[src/rtl/memory_writeback_cycle_if.sv]
// Data-memory port bundle for the memory/writeback stage.
//   dmem_req    access request (master -> memory)
//   dmem_we     1 = store
//   dmem_addr   word-aligned byte address
//   dmem_wdata  store data replicated into byte lanes
//   dmem_wstrb  byte enables
//   dmem_gnt    request accepted this cycle (memory -> master)
//   dmem_rvalid read data valid, loads only
//   dmem_rdata  read word
`timescale 1ns/1ps
interface memory_writeback_cycle_if;
  logic        dmem_req;
  logic        dmem_we;
  logic [31:0] dmem_addr;
  logic [31:0] dmem_wdata;
  logic [3:0]  dmem_wstrb;
  logic        dmem_gnt;
  logic        dmem_rvalid;
  logic [31:0] dmem_rdata;

  modport master (
    output dmem_req, dmem_we, dmem_addr, dmem_wdata, dmem_wstrb,
    input  dmem_gnt, dmem_rvalid, dmem_rdata
  );

  modport slave (
    input  dmem_req, dmem_we, dmem_addr, dmem_wdata, dmem_wstrb,
    output dmem_gnt, dmem_rvalid, dmem_rdata
  );
endinterface

[src/rtl/memory_writeback_cycle.sv]
// Memory + writeback stage of an RV32I pipeline.
// Issues loads/stores on a req/gnt/rvalid data port, aligns load data,
// selects the writeback value and registers RegWriteW/RDW/ResultW.
// stall_o holds the M-stage inputs while an access is outstanding.
// Ports:
//   clk, rst            clock, asynchronous active-high reset
//   RegWriteM..PCPlus4M M-stage instruction fields (held while stall_o=1)
//   dmem                data-memory port (master side)
//   RegWriteW/RDW/ResultW  register-file write port
//   stall_o             freeze upstream stages
//   misalign_o          1-cycle pulse: misaligned access suppressed
//   bus_err_o           1-cycle pulse: gnt/rvalid timeout, access abandoned
`timescale 1ns/1ps
module memory_writeback_cycle #(
  parameter int unsigned TIMEOUT_CYC = 255
) (
  input  logic        clk,
  input  logic        rst,
  input  logic        RegWriteM,
  input  logic [1:0]  ResultSrcM,
  input  logic        LoadM,
  input  logic        StoreM,
  input  logic [4:0]  RD_M,
  input  logic [2:0]  Funct3M,
  input  logic [31:0] ALUResultM,
  input  logic [31:0] WriteDataM,
  input  logic [31:0] PCPlus4M,
  memory_writeback_cycle_if.master dmem,
  output logic        RegWriteW,
  output logic [4:0]  RDW,
  output logic [31:0] ResultW,
  output logic        stall_o,
  output logic        misalign_o,
  output logic        bus_err_o
);

  typedef enum logic [1:0] {IDLE, REQ, RESP} state_t;

  state_t      state_q, state_d;
  logic [31:0] cnt_q, cnt_d;
  logic        regw_q, regw_d;
  logic [4:0]  rd_q, rd_d;
  logic [31:0] res_q, res_d;

  logic        mem_op, misaligned, tmo_hit;
  logic        req_c, stall_c, mis_c, berr_c, done_c;
  logic [31:0] wb_val;

  function automatic logic [31:0] load_align(input logic [2:0] f3, input logic [1:0] a,
                                             input logic [31:0] w);
    logic [31:0] sh;
    logic [15:0] h;
    sh = w >> {a, 3'b000};
    h  = a[1] ? w[31:16] : w[15:0];
    case (f3)
      3'b000:  load_align = {{24{sh[7]}}, sh[7:0]};
      3'b001:  load_align = {{16{h[15]}}, h};
      3'b100:  load_align = {24'd0, sh[7:0]};
      3'b101:  load_align = {16'd0, h};
      default: load_align = w;
    endcase
  endfunction

  function automatic logic [31:0] store_wdata(input logic [2:0] f3, input logic [31:0] d);
    case (f3[1:0])
      2'b00:   store_wdata = {4{d[7:0]}};
      2'b01:   store_wdata = {2{d[15:0]}};
      default: store_wdata = d;
    endcase
  endfunction

  function automatic logic [3:0] store_wstrb(input logic [2:0] f3, input logic [1:0] a);
    case (f3[1:0])
      2'b00:   store_wstrb = 4'b0001 << a;
      2'b01:   store_wstrb = 4'b0011 << a;
      default: store_wstrb = 4'hF;
    endcase
  endfunction

  assign mem_op     = LoadM | StoreM;
  assign misaligned = ((Funct3M[1:0] == 2'b01) && ALUResultM[0]) ||
                      ((Funct3M[1:0] == 2'b10) && (ALUResultM[1:0] != 2'b00));
  // cnt_q counts completed cycles in the current wait state, so this fires
  // on the TIMEOUT_CYC-th cycle spent waiting.
  assign tmo_hit    = (TIMEOUT_CYC != 0) && (cnt_q == TIMEOUT_CYC - 32'd1);

  always_comb begin
    case (ResultSrcM)
      2'b01:   wb_val = load_align(Funct3M, ALUResultM[1:0], dmem.dmem_rdata);
      2'b10:   wb_val = PCPlus4M;
      default: wb_val = ALUResultM;
    endcase
  end

  // Next-state / control
  always_comb begin
    state_d = state_q;
    req_c   = 1'b0;
    stall_c = 1'b0;
    mis_c   = 1'b0;
    berr_c  = 1'b0;
    done_c  = 1'b0;
    case (state_q)
      IDLE: begin
        if (mem_op && misaligned) begin
          mis_c = 1'b1;
        end else if (mem_op) begin
          req_c   = 1'b1;
          stall_c = !(StoreM && dmem.dmem_gnt);
          if (!dmem.dmem_gnt)  state_d = REQ;
          else if (StoreM)     done_c  = 1'b1;
          else                 state_d = RESP;
        end else begin
          done_c = 1'b1;
        end
      end
      REQ: begin
        req_c   = 1'b1;
        stall_c = 1'b1;
        // gnt wins over a coincident rvalid: read data must follow the grant.
        if (dmem.dmem_gnt) begin
          if (StoreM) begin
            done_c  = 1'b1;
            stall_c = 1'b0;
            state_d = IDLE;
          end else begin
            state_d = RESP;
          end
        end else if (tmo_hit) begin
          berr_c  = 1'b1;
          stall_c = 1'b0;
          state_d = IDLE;
        end
      end
      RESP: begin
        stall_c = 1'b1;
        if (dmem.dmem_rvalid) begin
          done_c  = 1'b1;
          stall_c = 1'b0;
          state_d = IDLE;
        end else if (tmo_hit) begin
          berr_c  = 1'b1;
          stall_c = 1'b0;
          state_d = IDLE;
        end
      end
      default: state_d = IDLE;
    endcase
  end

  always_comb begin
    cnt_d = ((state_d != state_q) || (state_q == IDLE)) ? 32'd0 : cnt_q + 32'd1;
    regw_d = done_c && RegWriteM && (RD_M != 5'd0);
    rd_d   = done_c ? RD_M   : rd_q;
    res_d  = done_c ? wb_val : res_q;
  end

  // Combinational outputs are masked while reset is held so every output reads 0.
  assign dmem.dmem_req   = req_c & ~rst;
  assign dmem.dmem_we    = dmem.dmem_req & StoreM;
  assign dmem.dmem_addr  = dmem.dmem_req ? {ALUResultM[31:2], 2'b00} : 32'd0;
  assign dmem.dmem_wdata = (dmem.dmem_req && StoreM) ? store_wdata(Funct3M, WriteDataM) : 32'd0;
  assign dmem.dmem_wstrb = (dmem.dmem_req && StoreM) ? store_wstrb(Funct3M, ALUResultM[1:0]) : 4'd0;
  assign stall_o         = stall_c & ~rst;
  assign misalign_o      = mis_c & ~rst;
  assign bus_err_o       = berr_c & ~rst;

  // M -> W register boundary
  always_ff @(posedge clk or posedge rst) begin
    if (rst) begin
      state_q <= IDLE;
      cnt_q   <= 32'd0;
      regw_q  <= 1'b0;
      rd_q    <= 5'd0;
      res_q   <= 32'd0;
    end else begin
      state_q <= state_d;
      cnt_q   <= cnt_d;
      regw_q  <= regw_d;
      rd_q    <= rd_d;
      res_q   <= res_d;
    end
  end

  assign RegWriteW = regw_q;
  assign RDW       = rd_q;
  assign ResultW   = res_q;

endmodule
[src/flat_wrapper.sv]
// flat-port wrapper written by rule: the top's interface ports become plain ports
module memory_writeback_cycle_flat 
#(
  parameter int unsigned TIMEOUT_CYC = 255
)
  (clk, rst, RegWriteM, ResultSrcM, LoadM, StoreM, RD_M, Funct3M, ALUResultM, WriteDataM, PCPlus4M, RegWriteW, RDW, ResultW, stall_o, misalign_o, bus_err_o, dmem_dmem_req, dmem_dmem_we, dmem_dmem_addr, dmem_dmem_wdata, dmem_dmem_wstrb, dmem_dmem_gnt, dmem_dmem_rvalid, dmem_dmem_rdata);
  memory_writeback_cycle_if dmem_i ();
  input  logic clk;
  input  logic rst;
  input  logic RegWriteM;
  input  logic [1:0] ResultSrcM;
  input  logic LoadM;
  input  logic StoreM;
  input  logic [4:0] RD_M;
  input  logic [2:0] Funct3M;
  input  logic [31:0] ALUResultM;
  input  logic [31:0] WriteDataM;
  input  logic [31:0] PCPlus4M;
  output logic RegWriteW;
  output logic [4:0] RDW;
  output logic [31:0] ResultW;
  output logic stall_o;
  output logic misalign_o;
  output logic bus_err_o;
  output wire logic [$bits(dmem_i.dmem_req)-1:0] dmem_dmem_req;
  output wire logic [$bits(dmem_i.dmem_we)-1:0] dmem_dmem_we;
  output wire logic [$bits(dmem_i.dmem_addr)-1:0] dmem_dmem_addr;
  output wire logic [$bits(dmem_i.dmem_wdata)-1:0] dmem_dmem_wdata;
  output wire logic [$bits(dmem_i.dmem_wstrb)-1:0] dmem_dmem_wstrb;
  input wire logic [$bits(dmem_i.dmem_gnt)-1:0] dmem_dmem_gnt;
  input wire logic [$bits(dmem_i.dmem_rvalid)-1:0] dmem_dmem_rvalid;
  input wire logic [$bits(dmem_i.dmem_rdata)-1:0] dmem_dmem_rdata;
  assign dmem_dmem_req = dmem_i.dmem_req;
  assign dmem_dmem_we = dmem_i.dmem_we;
  assign dmem_dmem_addr = dmem_i.dmem_addr;
  assign dmem_dmem_wdata = dmem_i.dmem_wdata;
  assign dmem_dmem_wstrb = dmem_i.dmem_wstrb;
  assign dmem_i.dmem_gnt = dmem_dmem_gnt;
  assign dmem_i.dmem_rvalid = dmem_dmem_rvalid;
  assign dmem_i.dmem_rdata = dmem_dmem_rdata;
  memory_writeback_cycle #(.TIMEOUT_CYC(TIMEOUT_CYC)) u_core (.clk(clk), .rst(rst), .RegWriteM(RegWriteM), .ResultSrcM(ResultSrcM), .LoadM(LoadM), .StoreM(StoreM), .RD_M(RD_M), .Funct3M(Funct3M), .ALUResultM(ALUResultM), .WriteDataM(WriteDataM), .PCPlus4M(PCPlus4M), .dmem(dmem_i), .RegWriteW(RegWriteW), .RDW(RDW), .ResultW(ResultW), .stall_o(stall_o), .misalign_o(misalign_o), .bus_err_o(bus_err_o));
endmodule
[config.mk]
export PLATFORM = sky130hd
export DESIGN_NAME = memory_writeback_cycle_flat
export DESIGN_NICKNAME = d
export VERILOG_FILES = /design/src/rtl/memory_writeback_cycle_if.sv /design/src/rtl/memory_writeback_cycle.sv /design/src/flat_wrapper.sv
export SDC_FILE = /design/constraint.sdc
export NUM_CORES = 1
export LEC_CHECK = 0
export BUFFER_PORTS_ARGS = -buffer_cell sky130_fd_sc_hd__buf_2
export CORE_UTILIZATION = 48
export CTS_CLUSTER_SIZE = 30
export DETAILED_ROUTE_END_ITERATION = 6
export HOLD_SLACK_MARGIN = 0.08
export PLACE_DENSITY = 0.82
export REMOVE_ABC_BUFFERS = 1
export SYNTH_ARGS = -nofsm -noshare
export SYNTH_HDL_FRONTEND = slang
export SYNTH_SLANG_ARGS = --single-unit
[constraint.sdc]
create_clock -name clk -period 2.5 [get_ports clk]
set_input_delay 0 -clock clk [delete_from_list [all_inputs] [get_ports clk]]
set_output_delay 0 -clock clk [all_outputs]
set_load 0.02 [all_outputs]
==> impl_metrics.env, run 1 <==
export IMPL_worstPathRequired_ns=2.50
export IMPL_clk_path_buf_depth=2
export IMPL_tightestPinTransition_ns=0.827
export IMPL_dr_pass1_iters=5
export IMPL_hold_path_class="in -> reg"
export IMPL_critical_path_arrival_ns=2.38
export IMPL_holdCritStartpoint="dmem_dmem_rdata[7]"
export IMPL_drive_gt1_frac=0.328
export IMPL_core_area_sq_um=11400
export IMPL_gp_congestion=0.950
export IMPL_synth_xor_area_share=0.0470
export IMPL_min_path_cells=4
export IMPL_synth_mux_area_frac=0.0524
export IMPL_ir_drop_v=0.000636
export IMPL_nets=1138
export IMPL_port_buffers=253
export IMPL_synth_top_area_share=0.322
export IMPL_ys_async_sr_fraction=1.00
export IMPL_overflow=0
export IMPL_syn_to_final_growth_pct=42.2
export IMPL_route_detailed_drc=0
export IMPL_clk_latency_ns=0.33
export IMPL_slew_headroom=0.446
export IMPL_root_buffer="clkbuf_16"
export IMPL_power_total_mw=6.28
export IMPL_grt_max_degree=47
export IMPL_drv_cap=0
export IMPL_die_area_sq_um=12100
export IMPL_yosys_warnings=0
export IMPL_dpl_cell_area_sq_um=6930
export IMPL_finalInstanceArea_sq_um=7950
export IMPL_crit_chain="or4_1 -> nor4_2 -> nand3_2 -> nor4b_1 -> buf_2"
export IMPL_synth_most_common_cell="nor2_1"
export IMPL_die_h_microns=110
export IMPL_synth_simple_area_share=0.300
export IMPL_status="completed"
export IMPL_wl_microns=20300
export IMPL_seq_area_frac_synth=0.322
export IMPL_io_pins=256
export IMPL_leakage_nw=3.78
export IMPL_grt_usage=0.335
export IMPL_path_class="reg -> out"
export IMPL_syn_inst=687
export IMPL_antenna_found_initial=0
export IMPL_synth_area_leaders="dfrtp_1, nor2_1, nand2_1, xnor2_1, a211oi_1"
export IMPL_crit_reg2reg_capture="u_core.ResultW[17]"
export IMPL_setup_viol_count_final=0
export IMPL_fin_tns_setup_ns=0
export IMPL_first_iter_violations=668
export IMPL_syn_area_sq_um=5590
export IMPL_ff2ff_path_depth=8
export IMPL_finClkSkew_ns=0.00459
export IMPL_synth_compound_area_frac=0.191
export IMPL_period_share=0.953
export IMPL_synth_edf_count=0
export IMPL_synth_commonest_cells="nor2_1, dfrtp_1, nand2_1"
export IMPL_drtAntennaViolNets=0
export IMPL_yosys_register_bits=72
export IMPL_drv_slew=0
export IMPL_cpPeakStageDelay_ns=0.55
export IMPL_clock_sinks=72
export IMPL_path_max_fanout=6
export IMPL_synth_avg_cell_area_sq_um=8.13
export IMPL_dieWidth_microns=110
export IMPL_yosys_cell_types_count=63
export IMPL_cp_end_kind="output pin"
export IMPL_rsz0062_at_grt="false"
export IMPL_grt_pass1_vias=6117
export IMPL_worstReg2RegStart="u_core.state_q[0]"
export IMPL_synth_largest_area_cell="dfrtp_1"
export IMPL_cts_htree_levels=3
export IMPL_clk_pin_slew_worst_paths_ns=0.06
export IMPL_cts_tree="done"
export IMPL_vias=6540
export IMPL_cts_made_buffers=9
export IMPL_finalHoldViolations=0
export IMPL_rrSetupSlack_ns=0.19
export IMPL_cp_slowest_cell="or4_1"
export IMPL_p_per_area_nw_per_um2=791
export IMPL_min_to="u_core.ResultW[7]"
export IMPL_final_min_clock_period_ns=2.38
export IMPL_synth_adder_area_share=0.0179
export IMPL_start_util=0.491
export IMPL_ys_flop_type="dfrtp_1"
export IMPL_grt_pass1_wl_microns=30800
export IMPL_fmax_mhz=420
export IMPL_dp_hpwl_microns=13900
export IMPL_avgRoutedWirePerCell_microns=17.9
export IMPL_synth_top_family_by_area="simple AND/OR/NAND/NOR gates"
export IMPL_critPathLaunchType="flop"
export IMPL_row_count=39
export IMPL_via_per_inst=5.77
how the worst max path moves through the flow:
| stage | from | to | slack, ns | cells after the start |
|---|---|---|---|---|
| finish | u_core.cnt_q[28] | bus_err_o | 0.12 | 5 |
| global route | u_core.cnt_q[28] | bus_err_o | 0.01 | 5 |
| CTS | u_core.state_q[0] | dmem_dmem_wstrb[3] | 0.007 | 9 |
| detailed placement | u_core.state_q[0] | u_core.ResultW[24] | 0.19 | 7 |
| global placement | u_core.state_q[0] | u_core.ResultW[19] | 0.30 | 7 |
| floorplan | u_core.state_q[0] | dmem_dmem_wdata[10] | -0.67 | 7 |
cell families after synthesis:
logic type | after synthesis
AND/OR/NAND/NOR | 315
AO/OA/AOI/OAI | 153
buffers and inverters | 81
flip-flops | 72
XOR/XNOR | 30
multiplexers | 27
adder cells (fa/ha/maj) | 8
other | 1
area by class of cell:
cell class	count	area (sq um)
Antenna cell	1	2.50
Clock buffer	12	267
Clock inverter	3	40.0
Fill cell	884	3420
Inverter	29	109
Multi-Input combinational cell	535	3430
Sequential cell	72	1800
Tap cell	143	179
Timing Repair Buffer	338	2120
cell usage in the layout, fill, tap and decap left out, drive strengths merged, types with 3 or more instances in the layout:
master / n
buf: 272
nor2: 78
dfrtp: 72
nand2: 66
dlygate4sd3: 66
a21oi: 37
and2: 31
nor3: 29
inv: 29
a211oi: 28
o21ai: 28
xnor2: 27
nor3b: 20
nand2b: 19
mux2i: 18
nand3: 17
a22oi: 17
a221oi: 17
nor4: 13
clkbuf: 12
and3: 10
mux2: 8
ha: 8
nand4: 8
and4: 6
nor2b: 6
a31oi: 4
o31ai: 3
xor2: 3
or4: 3
o22ai: 3
o221ai: 3
per-stage QoR:
stage	setup WS, ns	utilization	cells	hold slack (ns)
floorplan	-0.671	-	636	0.0845
global placement	0.304	0.610	1050	0.149
detailed placement	0.195	0.610	1050	0.153
CTS	0.00687	0.695	1131	0.0926
global route	0.0104	0.699	1132	0.116
finish	0.118	0.699	1133	0.107
report_power, final:
| group | switching [mW] | leakage [nW] | internal (mW) |
|---|---|---|---|
| clock | 0.473 | 0.154 | 0.844 |
| combinational | 2.01 | 2.71 | 1.21 |
| sequential | 0.237 | 0.916 | 1.51 |
| total | 2.72 | 3.78 | 3.56 |
registers in the layout (all words and copies together), names as in the netlist:
| signal | cells |
|---|---|
| u_core.state_q | 2 |
| u_core.RegWriteW | 1 |
| u_core.RDW | 5 |
| u_core.cnt_q | 32 |
| u_core.ResultW | 32 |
per-layer routing:
metal | up-vias | share of wire | track usage
met5 | - | 0 | 0
met4 | 0 | 0.047 | 0.187
met3 | 82 | 0.091 | 0.0842
met2 | 383 | 0.48 | 0.526
met1 | 3039 | 0.38 | 0.417
li1 | 3036 | - | -
critical path: cells and delay by family, from the launching register on:
family,cells,cell delay [ns]
simple gates,4,1.39
flops,1,0.42
buf+inv,1,0.23
repair_timing:
item,in CTS,in global routing
endpoints found under the setup margin,0,70
hold buffers,66,0
hold endpoints to repair,64,0
buffers inserted,0,1
gates resized for setup,0,10
(Power assumes the default switching activity.)
==> run 2, diff against run 1 <==
--- a/config.mk
+++ b/config.mk
@@ -6,11 +6,11 @@
 export NUM_CORES = 1
 export LEC_CHECK = 0
 export BUFFER_PORTS_ARGS = -buffer_cell sky130_fd_sc_hd__buf_2
-export CORE_UTILIZATION = 48
+export CORE_UTILIZATION = 44
 export CTS_CLUSTER_SIZE = 30
 export DETAILED_ROUTE_END_ITERATION = 6
 export HOLD_SLACK_MARGIN = 0.08
-export PLACE_DENSITY = 0.82
+export PLACE_DENSITY = 0.79
 export REMOVE_ABC_BUFFERS = 1
 export SYNTH_ARGS = -nofsm -noshare
 export SYNTH_HDL_FRONTEND = slang
==> constraint.sdc (replaced) <==
create_clock -name clk -period 2.1 [get_ports clk]
set_input_delay 0 -clock clk [delete_from_list [all_inputs] [get_ports clk]]
set_output_delay 0 -clock clk [all_outputs]
set_load 0.02 [all_outputs]
==> run 2 against run 1 <==
The flow now stops in 5_1_grt. Synthesized cell count stayed put. Synthesized area stayed put.
==> impl_metrics.env, run 2 <==
export IMPL_status="stopped before the end"
export IMPL_stop_stage="5_1_grt"
export IMPL_error_line="[ERROR GRT-0232] Routing congestion too high. Check the congestion heatmap in the GUI."
export IMPL_row_count=40
export IMPL_yosys_cell_types_count=63
export IMPL_port_buffers=253
export IMPL_cts_htree_levels=3
export IMPL_synth_top_area_share=0.322
export IMPL_synth_xor_area_share=0.0470
export IMPL_dieWidth_microns=115
export IMPL_dpl_cell_area_sq_um=7100
export IMPL_crit_endpoint="stall_o"
export IMPL_synth_mux_area_frac=0.0524
export IMPL_synth_simple_area_share=0.300
export IMPL_cts_made_buffers=9
export IMPL_synth_commonest_cells="nor2_1, dfrtp_1, nand2_1"
export IMPL_synth_top_family_by_area="simple AND/OR/NAND/NOR gates"
export IMPL_io_pins=256
export IMPL_synth_largest_area_cell="dfrtp_1"
export IMPL_ys_flop_type="dfrtp_1"
export IMPL_synth_adder_area_share=0.0179
export IMPL_clk_path_buf_depth=2
export IMPL_grt_max_degree=73
export IMPL_die_h_microns=115
export IMPL_synth_most_common_cell="nor2_1"
export IMPL_grt_usage=0.493
export IMPL_seq_area_frac_synth=0.322
export IMPL_synth_compound_area_frac=0.191
export IMPL_ys_async_sr_fraction=1.00
export IMPL_yosys_register_bits=72
export IMPL_synth_area_leaders="dfrtp_1, nor2_1, nand2_1, xnor2_1, a211oi_1"
export IMPL_start_util=0.458
export IMPL_post_place_cells=1086
export IMPL_worstEpCategory="output port"
export IMPL_root_buffer="clkbuf_16"
export IMPL_syn_area_sq_um=5590
export IMPL_synth_edf_count=0
export IMPL_dp_hpwl_microns=14400
export IMPL_overflow=2
export IMPL_clock_sinks=72
export IMPL_syn_inst=687
export IMPL_yosys_warnings=0
export IMPL_synth_avg_cell_area_sq_um=8.13
export IMPL_gp_congestion=0.901
-- run 2: cell counts after synthesis --
Identical to the previous run, type by type.
-- run 2: per-stage QoR --
step | utilization | worst slack, ns
2_1_floorplan | - | -1.07
3_3_place_gp | 0.581 | 0.148
3_5_place_dp | 0.581 | 0.0504
4_1_cts | 0.685 | -0.122
-- run 2: timing repair --
action                     4_1_cts
gates resized for setup         92
setup endpoints to repair       69
pin swaps                        7
hold endpoints to repair       111
hold buffers                    63
buffers inserted                 4
cloned                           1
-- run 2: kinds of logic after synthesis --
logic type | count (synthesis)
AO/OA/AOI/OAI | 153
flip-flops | 72
adder cells (fa/ha/maj) | 8
XOR/XNOR | 30
other | 1
buffers and inverters | 81
multiplexers | 27
AND/OR/NAND/NOR | 315
-- run 2: layer usage --
metal	GRT usage	overflow
met5	0.133	0
met4	0.398	0
met3	0.366	0
met2	0.670	2
met1	0.494	0
==> run 3, diff against run 2 <==
--- a/config.mk
+++ b/config.mk
@@ -6,11 +6,9 @@
 export NUM_CORES = 1
 export LEC_CHECK = 0
 export BUFFER_PORTS_ARGS = -buffer_cell sky130_fd_sc_hd__buf_2
-export CORE_UTILIZATION = 44
-export CTS_CLUSTER_SIZE = 30
+export CORE_UTILIZATION = 40
 export DETAILED_ROUTE_END_ITERATION = 6
-export HOLD_SLACK_MARGIN = 0.08
-export PLACE_DENSITY = 0.79
+export PLACE_DENSITY_LB_ADDON = 0.15
 export REMOVE_ABC_BUFFERS = 1
 export SYNTH_ARGS = -nofsm -noshare
 export SYNTH_HDL_FRONTEND = slang
==> constraint.sdc (replaced) <==
create_clock -name clk -period 2.7 [get_ports clk]
set_input_delay 0 -clock clk [delete_from_list [all_inputs] [get_ports clk]]
set_output_delay 0 -clock clk [all_outputs]
set_load 0.02 [all_outputs]
==> run 3 against run 2 <==
The flow now finishes, with violations (negative hold slack).
==> impl_metrics.env, run 3 (synthesis gave the netlist of run 1 again) <==
export IMPL_status="finished, violations left"
export IMPL_violations="negative hold slack"
export IMPL_setup_viol_count_final=0
export IMPL_drive_gt1_frac=0.330
export IMPL_cts_tree="done"
export IMPL_path_max_fanout=29
export IMPL_layout_common_cells="buf_2, nor2_1, dfrtp_1"
export IMPL_cp_num_buf_inv=4
export IMPL_cp_end_kind="output pin"
export IMPL_path_class="reg -> out"
export IMPL_switching_power_mw=2.53
export IMPL_avgRoutedWirePerCell_microns=17.5
export IMPL_antenna_found_initial=3
export IMPL_root_buffer="clkbuf_16"
export IMPL_start_util=0.415
export IMPL_clk_path_buf_depth=2
export IMPL_post_cts_buffers=0
export IMPL_ir_drop_v=0.000344
export IMPL_row_count=42
export IMPL_cp_top_family="compound AO/OA/AOI/OAI gates"
export IMPL_grt_pass1_wl_microns=30800
export IMPL_cts_made_buffers=9
export IMPL_dr_pass1_iters=6
export IMPL_drv_slew=0
export IMPL_rsz0062_at_grt="false"
export IMPL_first_iter_violations=326
export IMPL_drv_cap=0
export IMPL_nets=1112
export IMPL_critical_path_arrival_ns=2.51
export IMPL_vias=6154
export IMPL_tightestPinTransition_ns=0.810
export IMPL_final_common_cell="buf_2"
export IMPL_place_ws_ns=0.284
export IMPL_finClkSkew_ns=0.0107
export IMPL_crit_chain="inv_2 -> ha_2 -> inv_1 -> a2111o_1 -> a21oi_4 -> nand2_1 -> buf_4 -> a21oi_1 -> buf_2"
export IMPL_p_per_area_nw_per_um2=734
export IMPL_dp_hpwl_microns=14400
export IMPL_period_share=0.931
export IMPL_grt_max_degree=73
export IMPL_slew_headroom=0.457
export IMPL_final_setup_worst_slack_ns=0.187
export IMPL_die_area_sq_um=14400
export IMPL_gp_congestion=0.963
export IMPL_syn_to_final_growth_pct=37.6
export IMPL_port_buffers=253
export IMPL_cp_slowest_cell="dfrtp_1"
export IMPL_postLayoutCoreUtil=0.572
export IMPL_io_pins=256
export IMPL_p_int_mw=3.11
export IMPL_cpPeakStageDelay_ns=0.45
export IMPL_dieWidth_microns=120
export IMPL_cts_htree_levels=3
export IMPL_final_min_clock_period_ns=2.51
export IMPL_fmax_mhz=398
export IMPL_combPwrFrac=0.510
export IMPL_wl_microns=20000
export IMPL_fin_hold_ws_ns=-0.00791
export IMPL_clk_latency_ns=0.35
export IMPL_seqPwrFrac=0.283
export IMPL_clock_sinks=72
export IMPL_hold_path_class="in -> reg"
export IMPL_grt_pass1_vias=5819
export IMPL_clk_pin_slew_worst_paths_ns=0.07
export IMPL_overflow=0
export IMPL_via_per_inst=5.39
export IMPL_die_h_microns=120
export IMPL_drtAntennaViolNets=0
export IMPL_route_detailed_drc=0
export IMPL_leakage_nw=3.65
export IMPL_p_clk_frac=0.207
export IMPL_grt_usage=0.276
export IMPL_worstPathRequired_ns=2.70
export IMPL_core_area_sq_um=13500
export IMPL_critPathLaunchType="flop"
export IMPL_finalHoldViolations=1
export IMPL_swShare=0.449
-- run 3: stage by stage --
| step | instances | total power, mW | area [sq um] | setup TNS [ns] | hold WS (ns) |
|---|---|---|---|---|---|
| final | 1142 | 5.64 | 7690 | 0 | -0.00791 |
| after CTS | 1140 | 5.68 | 7680 | 0 | 0.00334 |
| after floorplan | 636 | 3.31 | 5310 | -12.33 | 0.0845 |
| after global routing | 1142 | 6.02 | 7690 | 0 | 0.0237 |
| after global placement | 1080 | 4.40 | 6960 | 0 | 0.184 |
| after detailed placement | 1080 | 4.43 | 6960 | 0 | 0.191 |
-- run 3: final timing paths --
path	startpoint	to	slack [ns]	cells past startpoint
max in group asynchronous	rst	u_core.cnt_q[4]	2.01	4
hold reg to reg	u_core.ResultW[6]	u_core.ResultW[6]	0.48	2
hold / removal	ALUResultM[3]	u_core.ResultW[3]	-0.008	3
setup / recovery	u_core.state_q[0]	dmem_dmem_wdata[13]	0.19	9
min in group asynchronous	rst	u_core.state_q[0]	0.33	4
setup reg to reg	u_core.state_q[0]	u_core.ResultW[31]	0.39	7
-- run 3: tightest hold or removal path, stage by stage --
cell and delay (ns):
buf_2 0.09, o21ai_0 0.07, o21ai_0 0.15
-- run 3: power groups by stage --
stage / Combinational, mW / Sequential [mW] / Clock, mW
3_5_place_dp: 2.82 / 1.61 / 0
3_3_place_gp: 2.80 / 1.61 / 0
4_1_cts: 2.88 / 1.60 / 1.20
2_1_floorplan: 1.38 / 1.94 / 0
5_1_grt: 3.14 / 1.64 / 1.23
6_report: 2.88 / 1.60 / 1.17
-- run 3: metal layers --
layer / routed length, microns / share of wire / up-vias / track usage
met4: 761 / 0.038 / 2 / 0.145
met3: 1290 / 0.064 / 48 / 0.0491
met2: 9880 / 0.50 / 261 / 0.456
li1: - / - / 2995 / -
met5: 13 / 0.00065 / - / 0
met1: 8010 / 0.40 / 2848 / 0.343
-- run 3: what timing repair did --
action | 4_1_cts | 5_1_grt
endpoints found under the setup margin | 0 | 57
endpoints found under the hold margin | 105 | 0
gates resized for setup | 0 | 2
hold buffers | 44 | 0
-- run 3: cell type report --
type                            count  area [sq um]
Multi-Input combinational cell    535          3410
Sequential cell                    72          1800
Timing Repair Buffer              312          1860
Fill cell                        1324          5760
Clock inverter                      7          60.1
Antenna cell                        2          5.00
Tap cell                          176           220
Clock buffer                        9           225
Inverter                           29           109
